File: src/rtl/rpn_stack_sequencer_pkg.sv
// Shared codes for the RPN stack sequencer: token kinds, ALU op codes, FSM encoding.
package rpn_pkg;

    localparam logic [1:0] TK_LIT  = 2'b00;
    localparam logic [1:0] TK_OP   = 2'b01;
    localparam logic [1:0] TK_EXCH = 2'b10;
    localparam logic [1:0] TK_DROP = 2'b11;

    localparam logic [1:0] OP_ADD = 2'b00;
    localparam logic [1:0] OP_SUB = 2'b01;
    localparam logic [1:0] OP_AND = 2'b10;
    localparam logic [1:0] OP_XOR = 2'b11;

    localparam logic [2:0] S_IDLE = 3'd0;
    localparam logic [2:0] S_LOAD = 3'd1;
    localparam logic [2:0] S_POP1 = 3'd2;
    localparam logic [2:0] S_W1   = 3'd3;
    localparam logic [2:0] S_POP2 = 3'd4;
    localparam logic [2:0] S_W2   = 3'd5;
    localparam logic [2:0] S_PUSH = 3'd6;
    localparam logic [2:0] S_WAIT = 3'd7;

endpackage

File: src/rtl/rpn_stack_sequencer_if.sv
// Token handshake from keypad decode into the sequencer.
interface rpn_stack_sequencer_if #(
    parameter int W = 4
);
    logic         tok_valid;
    logic         tok_ready;
    logic [1:0]   tok_kind;
    logic [W-1:0] tok_data;

    modport master (output tok_valid, tok_kind, tok_data, input tok_ready);
    modport slave  (input tok_valid, tok_kind, tok_data, output tok_ready);
endinterface

File: src/rtl/rpn_stack_sequencer_alu.sv
// Combinational W-bit ALU; carry is bit W of the widened add / subtract (borrow).
module rpn_alu
    import rpn_pkg::*;
#(
    parameter int W = 4
) (
    input  logic [W-1:0] a_i,
    input  logic [W-1:0] b_i,
    input  logic [1:0]   op_i,
    output logic [W-1:0] y_o,
    output logic         carry_o
);
    logic [W:0] r;

    always_comb begin
        r = '0;
        case (op_i)
            OP_ADD:  r = {1'b0, a_i} + {1'b0, b_i};
            OP_SUB:  r = {1'b0, a_i} - {1'b0, b_i};
            OP_AND:  r = {1'b0, a_i & b_i};
            default: r = {1'b0, a_i ^ b_i};
        endcase
    end

    assign y_o     = r[W-1:0];
    assign carry_o = r[W];
endmodule

File: src/rtl/rpn_stack_sequencer.sv
// Turns RPN tokens into spaced push/pop/exch pulses for a small register stack,
// with depth checks, an ALU result register and sticky over/underflow flags.
module rpn_stack_sequencer
    import rpn_pkg::*;
#(
    parameter int W     = 4,
    parameter int DEPTH = 4,
    parameter int DW    = 3
) (
    input  logic                  clk,
    input  logic                  rst,
    rpn_stack_sequencer_if.slave  tok_if,
    output logic                  stk_push_o,
    output logic                  stk_pop_o,
    output logic                  stk_exch_o,
    output logic [W-1:0]          stk_din_o,
    input  logic [W-1:0]          stk_top_i,
    input  logic [W-1:0]          stk_nxt_i,
    input  logic [DW-1:0]         stk_depth_i,
    output logic [W-1:0]          res_o,
    output logic                  res_valid_o,
    output logic                  carry_o,
    output logic                  err_over_o,
    output logic                  err_under_o,
    input  logic                  clr_err_i
);
    logic [2:0]   state_q, state_d;
    logic [1:0]   kind_q, kind_d;
    logic [1:0]   op_q, op_d;
    logic [W-1:0] lit_q, lit_d;
    logic [W-1:0] res_q, res_d;
    logic         carry_q, carry_d;
    logic         over_q, over_d;
    logic         under_q, under_d;
    logic         set_over, set_under, accept;
    logic [W-1:0] alu_y;
    logic         alu_c;

    rpn_alu #(.W(W)) u_alu (
        .a_i     (stk_nxt_i),
        .b_i     (stk_top_i),
        .op_i    (op_q),
        .y_o     (alu_y),
        .carry_o (alu_c)
    );

    assign accept = tok_if.tok_valid && (state_q == S_IDLE);

    always_comb begin
        state_d   = state_q;
        kind_d    = kind_q;
        op_d      = op_q;
        lit_d     = lit_q;
        res_d     = res_q;
        carry_d   = carry_q;
        set_over  = 1'b0;
        set_under = 1'b0;
        case (state_q)
            S_IDLE: if (accept) begin
                kind_d = tok_if.tok_kind;
                case (tok_if.tok_kind)
                    TK_LIT: if (stk_depth_i == DW'(DEPTH)) set_over = 1'b1;
                            else begin lit_d = tok_if.tok_data; state_d = S_PUSH; end
                    TK_OP:  if (stk_depth_i < DW'(2)) set_under = 1'b1;
                            else begin op_d = tok_if.tok_data[1:0]; state_d = S_LOAD; end
                    TK_EXCH: if (stk_depth_i < DW'(2)) set_under = 1'b1;
                             else state_d = S_POP1;
                    default: if (stk_depth_i == '0) set_under = 1'b1;
                             else state_d = S_POP1;
                endcase
            end
            S_LOAD: begin
                res_d   = alu_y;
                carry_d = alu_c;
                state_d = S_POP1;
            end
            // POP1 doubles as the single-command cycle for exch and drop
            S_POP1:  state_d = (kind_q == TK_OP) ? S_W1 : S_WAIT;
            S_W1:    state_d = S_POP2;
            S_POP2:  state_d = S_W2;
            S_W2:    state_d = S_PUSH;
            S_PUSH:  state_d = S_WAIT;
            default: state_d = S_IDLE;
        endcase
        over_d  = set_over  | (over_q  & ~clr_err_i);
        under_d = set_under | (under_q & ~clr_err_i);
    end

    always_ff @(posedge clk) begin
        if (!rst) begin
            state_q <= S_IDLE;
            kind_q  <= TK_LIT;
            op_q    <= OP_ADD;
            lit_q   <= '0;
            res_q   <= '0;
            carry_q <= 1'b0;
            over_q  <= 1'b0;
            under_q <= 1'b0;
        end else begin
            state_q <= state_d;
            kind_q  <= kind_d;
            op_q    <= op_d;
            lit_q   <= lit_d;
            res_q   <= res_d;
            carry_q <= carry_d;
            over_q  <= over_d;
            under_q <= under_d;
        end
    end

    assign tok_if.tok_ready = (state_q == S_IDLE);
    assign stk_push_o  = (state_q == S_PUSH);
    assign stk_exch_o  = (state_q == S_POP1) && (kind_q == TK_EXCH);
    assign stk_pop_o   = ((state_q == S_POP1) && (kind_q != TK_EXCH)) || (state_q == S_POP2);
    assign stk_din_o   = stk_push_o ? ((kind_q == TK_OP) ? res_q : lit_q) : '0;
    assign res_valid_o = stk_push_o && (kind_q == TK_OP);
    assign res_o       = res_q;
    assign carry_o     = carry_q;
    assign err_over_o  = over_q;
    assign err_under_o = under_q;
endmodule
File: src/flat_wrapper.sv
// flat-port wrapper written by rule: the top's interface ports become plain ports
module rpn_stack_sequencer_flat import rpn_pkg::*;
#(
    parameter int W     = 4,
    parameter int DEPTH = 4,
    parameter int DW    = 3
)
  (clk, rst, stk_push_o, stk_pop_o, stk_exch_o, stk_din_o, stk_top_i, stk_nxt_i, stk_depth_i, res_o, res_valid_o, carry_o, err_over_o, err_under_o, clr_err_i, tok_if_tok_valid, tok_if_tok_kind, tok_if_tok_data, tok_if_tok_ready);
  rpn_stack_sequencer_if #(.W(W)) tok_if_i ();
  input  logic clk;
  input  logic rst;
  output logic stk_push_o;
  output logic stk_pop_o;
  output logic stk_exch_o;
  output logic [W-1:0] stk_din_o;
  input  logic [W-1:0] stk_top_i;
  input  logic [W-1:0] stk_nxt_i;
  input  logic [DW-1:0] stk_depth_i;
  output logic [W-1:0] res_o;
  output logic res_valid_o;
  output logic carry_o;
  output logic err_over_o;
  output logic err_under_o;
  input  logic clr_err_i;
  input wire logic [$bits(tok_if_i.tok_valid)-1:0] tok_if_tok_valid;
  input wire logic [$bits(tok_if_i.tok_kind)-1:0] tok_if_tok_kind;
  input wire logic [$bits(tok_if_i.tok_data)-1:0] tok_if_tok_data;
  output wire logic [$bits(tok_if_i.tok_ready)-1:0] tok_if_tok_ready;
  assign tok_if_i.tok_valid = tok_if_tok_valid;
  assign tok_if_i.tok_kind = tok_if_tok_kind;
  assign tok_if_i.tok_data = tok_if_tok_data;
  assign tok_if_tok_ready = tok_if_i.tok_ready;
  rpn_stack_sequencer #(.W(W), .DEPTH(DEPTH), .DW(DW)) u_core (.clk(clk), .rst(rst), .tok_if(tok_if_i), .stk_push_o(stk_push_o), .stk_pop_o(stk_pop_o), .stk_exch_o(stk_exch_o), .stk_din_o(stk_din_o), .stk_top_i(stk_top_i), .stk_nxt_i(stk_nxt_i), .stk_depth_i(stk_depth_i), .res_o(res_o), .res_valid_o(res_valid_o), .carry_o(carry_o), .err_over_o(err_over_o), .err_under_o(err_under_o), .clr_err_i(clr_err_i));
endmodule
File: config.mk
export PLATFORM = sky130hd
export DESIGN_NAME = rpn_stack_sequencer_flat
export DESIGN_NICKNAME = d
export VERILOG_FILES = /design/src/rtl/rpn_stack_sequencer_pkg.sv /design/src/rtl/rpn_stack_sequencer_if.sv /design/src/rtl/rpn_stack_sequencer_alu.sv /design/src/rtl/rpn_stack_sequencer.sv /design/src/flat_wrapper.sv
export SDC_FILE = /design/constraint.sdc
export NUM_CORES = 1
export LEC_CHECK = 0
export CAP_MARGIN = 15
export CORE_ASPECT_RATIO = 1.5
export CORE_MARGIN = 8
export CORE_UTILIZATION = 40
export DETAILED_ROUTE_END_ITERATION = 12
export GPL_ROUTABILITY_DRIVEN = 0
export PLACE_DENSITY = 0.74
export SLEW_MARGIN = 20
export SYNTH_ARGS = -nofsm -noshare
export SYNTH_HDL_FRONTEND = slang
export SYNTH_SLANG_ARGS = --single-unit
File: constraint.sdc
create_clock -name clk -period 5.96 [get_ports clk]
set_input_delay 1.49 -clock clk [delete_from_list [all_inputs] [get_ports clk]]
set_output_delay 1.49 -clock clk [all_outputs]
set_load 0.02 [all_outputs]
Word-level counts from Yosys, hierarchy flattened:

Cells that the tools add are included.

* bits in registers: 18
* latch bits: 0
* RAM bits: 0
* memory bits (read-only): 0
* input bits: 21
* output and inout bits: 16
* logic and storage cells: 73
* memories kept: 0

* add/subtract/negate cells: 2
* multipliers: 0
* divide/modulo/power cells: 0
* magnitude comparators: 1
* equality and inequality tests: 19
* shifts and indexed selects: 0
* muxes and demuxes: 20
* bitwise operators: 9
* reductions and logical operators: 14

Operator list (count)
* case mux 3 bit (7 select lines): 1
* two-way mux 3 bit: 6
* case mux 5 bit (3 select lines): 1
* == test 3 bit (second input constant): 4
* != test 3 bit (second input constant): 3
* case mux 3 bit (3 select lines): 1
* two-way mux 1 bit: 8
* two-way mux 4 bit: 2
* AND reduction 4 bit: 2
* == test 2 x 1 -> 1 bit (second input constant): 3
* == test 2 bit (second input constant): 3
* == test 3 x 2 -> 1 bit (second input constant): 2
* zero test 3 bit: 2
* adder 4 x 4 -> 5 bit: 1
* != test 5 bit (second input constant): 1
* AND reduction 5 bit: 1
* subtractor 4 x 4 -> 5 bit: 1
* bitwise AND 4 bit: 1
* logical AND 1 bit: 4
* zero test 2 bit: 2
* XOR 4 bit: 1
* == test 3 x 1 -> 1 bit (second input constant): 1
* less-than comparator 3 x 2 -> 1 bit (second input constant): 1
* NOT 1 bit: 3
* other kinds (8): 10

Logic depth before layout (Yosys ltp):

* word-level depth: 6
* mapped depth: 9
* mapped depth without buffers: 9

Hierarchy:

From an unflattened synthesis, not the netlist that was laid out.

* cell total of the unflattened synthesis: 160
* area total of the unflattened synthesis: 1367.6 um2

Modules (own cells, without submodules)
* rpn_stack_sequencer: times used 1, cells each 111, area an instance 980.9 um2, seq. area each 360.3 um2
* rpn_alu: times used 1, cells each 49, area an instance 386.6 um2, seq. area each 0.0 um2

Worst setup path after synthesis:

OpenSTA, ideal clock, no wires.

* path type: input port to flip-flop
* from: input port stk_top_i[0]
* to: register u_core.carry_q (netlist: u_core.carry_o)
* library setup time: 0.118 ns
* arrival: 2.971 ns
* required time: 5.842 ns
* path slack: 2.870 ns
* cell stages on the path: 8
* buffers on the path: 0
* cells stage by stage: inv_1 ha_1 mux2_2 fa_1 nand2b_1 a21oi_1 xor2_1 o21ai_1

* longest elaborated chain between the ends: 2
* elaborated cells between the ends (all ways): 3
* those cells by class: 2 x add/sub; 1 x mux

RTL lines
* start, declared: RTL line flat_wrapper.sv:16 `input logic [W-1:0] stk_top_i;`
* subtractor 4 x 4 -> 5 bit or adder 4 x 4 -> 5 bit (tied branches): RTL line rpn_stack_sequencer_alu.sv:19, rpn_stack_sequencer_alu.sv:18
* case mux 5 bit (3 select lines) (*): RTL line rpn_stack_sequencer_alu.sv:17 `case (op_i)`
* end signal, assigned: RTL line rpn_stack_sequencer.sv:105 `carry_q <= carry_d;`
* end, declared: RTL line rpn_stack_sequencer.sv:32 `logic carry_q, carry_d;`

Every way passes the cells marked *; elsewhere a longest branch is shown, timed or not.
A chain may end at the register's enable or synchronous reset.

Worst setup path after layout:

Same ends and word-level chain as after synthesis.

==> run_results.csv <==
group,metric,value,unit
sta,drv_slew,0,
grt,grt_antenna_before_repair,0,
sta,max_freq,284.6,MHz
floorplanning,ios,37,
grt,grt_pass1_vias,1300,
drt,route.detailed.wl_per_inst,13.88,µm
floorplanning,floorplan.rows,25,
hold_path,hold_path_class,"reg2reg",
yosys,post-synth-top-area-cell,"sky130_fd_sc_hd__dfxtp_1",
placed_design,port_buffers,36,
clock_network,postCtsHoldBufs,0,
final_layout,antenna-diode-count,0,
yosys,yosys.cell_types.count,36,
yosys,synthTopCellsByCount,"19 x sky130_fd_sc_hd__nor2_1, 18 x sky130_fd_sc_hd__dfxtp_1, 14 x sky130_fd_sc_hd__ha_1",
pwr,ir_worst_vdd,0.1713,mV
clock_network,clock_tree.htree_level_count,1,
clock_network,tritoncts,"done",
drt,avgViaCountPerCell,5.243,
final_layout,finalNonFillerCells,235,
setup_path,cp_max_fo,4,
grt,grt.total_usage,12.24,%
drt,drc,0,
pwr,p_leak,0.7012,nW
yosys,number_of_warnings_reported_in_the_yosys_synthesis_log,0,
setup_path,critical_setup_path_kind,"in2reg",
sta,rsz0062_at_grt,"no",
grt,grt_first_pass_wirelength,5533,µm
sta,fin_crit_sh,58.95,%
sta,pin_slew_with_the_least_headroom_to_its_limit,0.6862,ns
drt,initialDrtViolationCount,29,
setup_path,critPathRequiredTime,6.10,ns
yosys,dominantRegCellSynth,"sky130_fd_sc_hd__dfxtp_1",
clock_network,clockRootBuffer,"sky130_fd_sc_hd__clkbuf_8",
status,outcome,"finished, final reports clean",
yosys,synth.top_cell.area_share,27.12,%
yosys,syn-instance-count,164,
clock_network,cts_resized,0,
sta,timing.slew.headroom,54.18,%
placed_design,post-place-cells,231,
setup_path,timing.critical_path.arrival,3.65,ns
sta,hold_violation_total_from_the_final_report,0,
floorplanning,floorplan.core_area,3159,µm²
yosys,synthMostInstantiatedCell,"sky130_fd_sc_hd__nor2_1",
clock_network,clkSlewWorstSetupHoldPaths,0.07,ns
sta,setup-tns-final,0,ns
yosys,netlist_top_cells_area,"sky130_fd_sc_hd__dfxtp_1 27%, sky130_fd_sc_hd__ha_1 13%, sky130_fd_sc_hd__mux2i_1 9.8%",
setup_path,worstSetupEndpointType,"flop",
drt,routed_wirelength,3261,µm
yosys,ff_latch_count_synth,18,
placed_design,placedInstanceArea,1694,µm²
setup_path,launching_element_type_of_the_critical_path,"input pin",
yosys,post_synthesis_sequential_area_ratio,27.12,%
sta,final_critical_delay_including_setup_and_external_delays,3.513,ns
floorplanning,die_area,5460,µm²
sta,finalSetupViolations,0,
floorplanning,dieHeight,86.59,µm
yosys,synthesis.area_per_instance,8.102,µm²
final_layout,final_layout_size_suffix_gt1_share,3.590,%
yosys,syn-num-nets,200,
pwr,power_per_cell_area,278.4,nW/µm²
drt,number_of_search_and_repair_iterations_in_the_first_detailed_routing_pass,4,
sta,fin_skew,0.002112,ns
grt,grt_start_max_net_pins,16,
final_layout,post_route_design_area,1749,µm²
floorplanning,die-width,63.06,µm
drt,drt.antenna.violating_nets,0,
clock_network,clk_lat_worst_skew,0.25,ns
clock_network,cts.sinks,18,
grt,grt-ovfl-total,0,
yosys,async_flop_share,0,%
drt,routed_via_count,1232,
yosys,synth-edff-count,0,
floorplanning,floorplan.initialDensity,42.06,%
clock_network,cts_inserted_buffers,3,
run,drv.max_cap_violation_count,0,
final_layout,final_nets,232,
placed_design,dp_hpwl,2707,µm
clock_network,cts_setup_buffers,0,
yosys,synth.cell_area,1329,µm²
clock_network,ctsLongestPathBuffers,2,
final_layout,layout-area-overhead-vs-synth,31.64,%
-- kinds of logic after synthesis --
| kind of cell | after synthesis | share of synthesized area, % |
|---|---|---|
| and+or+nand+nor | 63 | 24.76 |
| AOI/OAI and AO/OA | 27 | 12.43 |
| buffers and inverters | 22 | 7.062 |
| DFF | 18 | 27.12 |
| adders and majority gates | 15 | 14.69 |
| muxes | 14 | 10.64 |
| xor gates and xnor gates | 5 | 3.296 |
-- flip-flops by register name, indices dropped and copies added (netlist names) --
register / flops
u_core.res_o: 4
u_core.state_q: 3
u_core.lit_q: 4
u_core.err_under_o: 1
u_core.carry_o: 1
u_core.kind_q: 2
u_core.err_over_o: 1
u_core.op_q: 2
-- area by class of cell --
class                           count  area (µm²)
Clock buffer                        4       55.05
Fill cell                         291        1410
Inverter                           13       48.80
Multi-Input combinational cell    124       874.6
Sequential cell                    18       360.3
Tap cell                           40       50.05
Timing Repair Buffer               36       360.3
-- cells in the final DEF (no fill, tap or decap), types with 4 or more instances in the layout --
cell type,instances
sky130_fd_sc_hd__a21oi_1,8
sky130_fd_sc_hd__clkbuf_8,4
sky130_fd_sc_hd__clkdlybuf4s50_1,36
sky130_fd_sc_hd__dfxtp_1,18
sky130_fd_sc_hd__ha_1,14
sky130_fd_sc_hd__inv_1,13
sky130_fd_sc_hd__mux2i_1,13
sky130_fd_sc_hd__nand2_1,12
sky130_fd_sc_hd__nand2b_1,6
sky130_fd_sc_hd__nand3_1,7
sky130_fd_sc_hd__nor2_1,19
sky130_fd_sc_hd__nor3_1,5
sky130_fd_sc_hd__o21ai_1,8
sky130_fd_sc_hd__xnor2_1,4
-- report_power, final --
part	internal, mW	switching (mW)	total (mW)
Sequential	0.141	0.0373	0.178
Combinational	0.104	0.107	0.211
Clock	0.0586	0.0395	0.0981
-- metal layers --
layer,vias to the layer above,GRT usage (%),share of wire [%]
met5,-,0,0
met4,0,7.292,2.4
met3,7,1.677,3.4
met2,28,25.07,57
met1,567,10.79,38
li1,630,-,-
-- path summary, 6_finish.rpt --
| kind | startpoint | end | slack, ns | cells past startpoint |
|---|---|---|---|---|
| worst max-delay path | stk_top_i[0] | u_core.carry_o$_SDFFE_PN0P_ | 2.45 | 9 |
| worst min-delay path | u_core.err_over_o$_SDFF_PN0_ | u_core.err_over_o$_SDFF_PN0_ | 0.46 | 2 |
| worst max register to register | u_core.op_q[0]$_SDFFE_PN0P_ | u_core.carry_o$_SDFFE_PN0P_ | 3.64 | 7 |
| worst min register to register | u_core.err_over_o$_SDFF_PN0_ | u_core.err_over_o$_SDFF_PN0_ | 0.46 | 2 |
-- through the flow --
stage	power [mW]	hold WS, ns	util, %	worst slack (ns)
after detailed placement	0.3930	0.4515	53.62	2.175
after CTS	0.4920	0.4613	55.37	2.440
after floorplan	0.3206	0.4363	-	2.870
after global routing	0.5216	0.4916	55.37	2.315
final	0.4869	0.4599	55.37	2.447
after global placement	0.3840	0.4447	53.62	2.249
-- worst max-delay path: stages --
cell and delay [ns]:
sky130_fd_sc_hd__clkdlybuf4s50_1 0.53, sky130_fd_sc_hd__inv_1 0.06, sky130_fd_sc_hd__ha_1 0.29, sky130_fd_sc_hd__mux2_2 0.29, sky130_fd_sc_hd__fa_1 0.43, sky130_fd_sc_hd__nand2b_1 0.16
sky130_fd_sc_hd__a21oi_1 0.15, sky130_fd_sc_hd__xor2_1 0.15, sky130_fd_sc_hd__o21ai_1 0.09
Power figures use the tool's default switching activity.
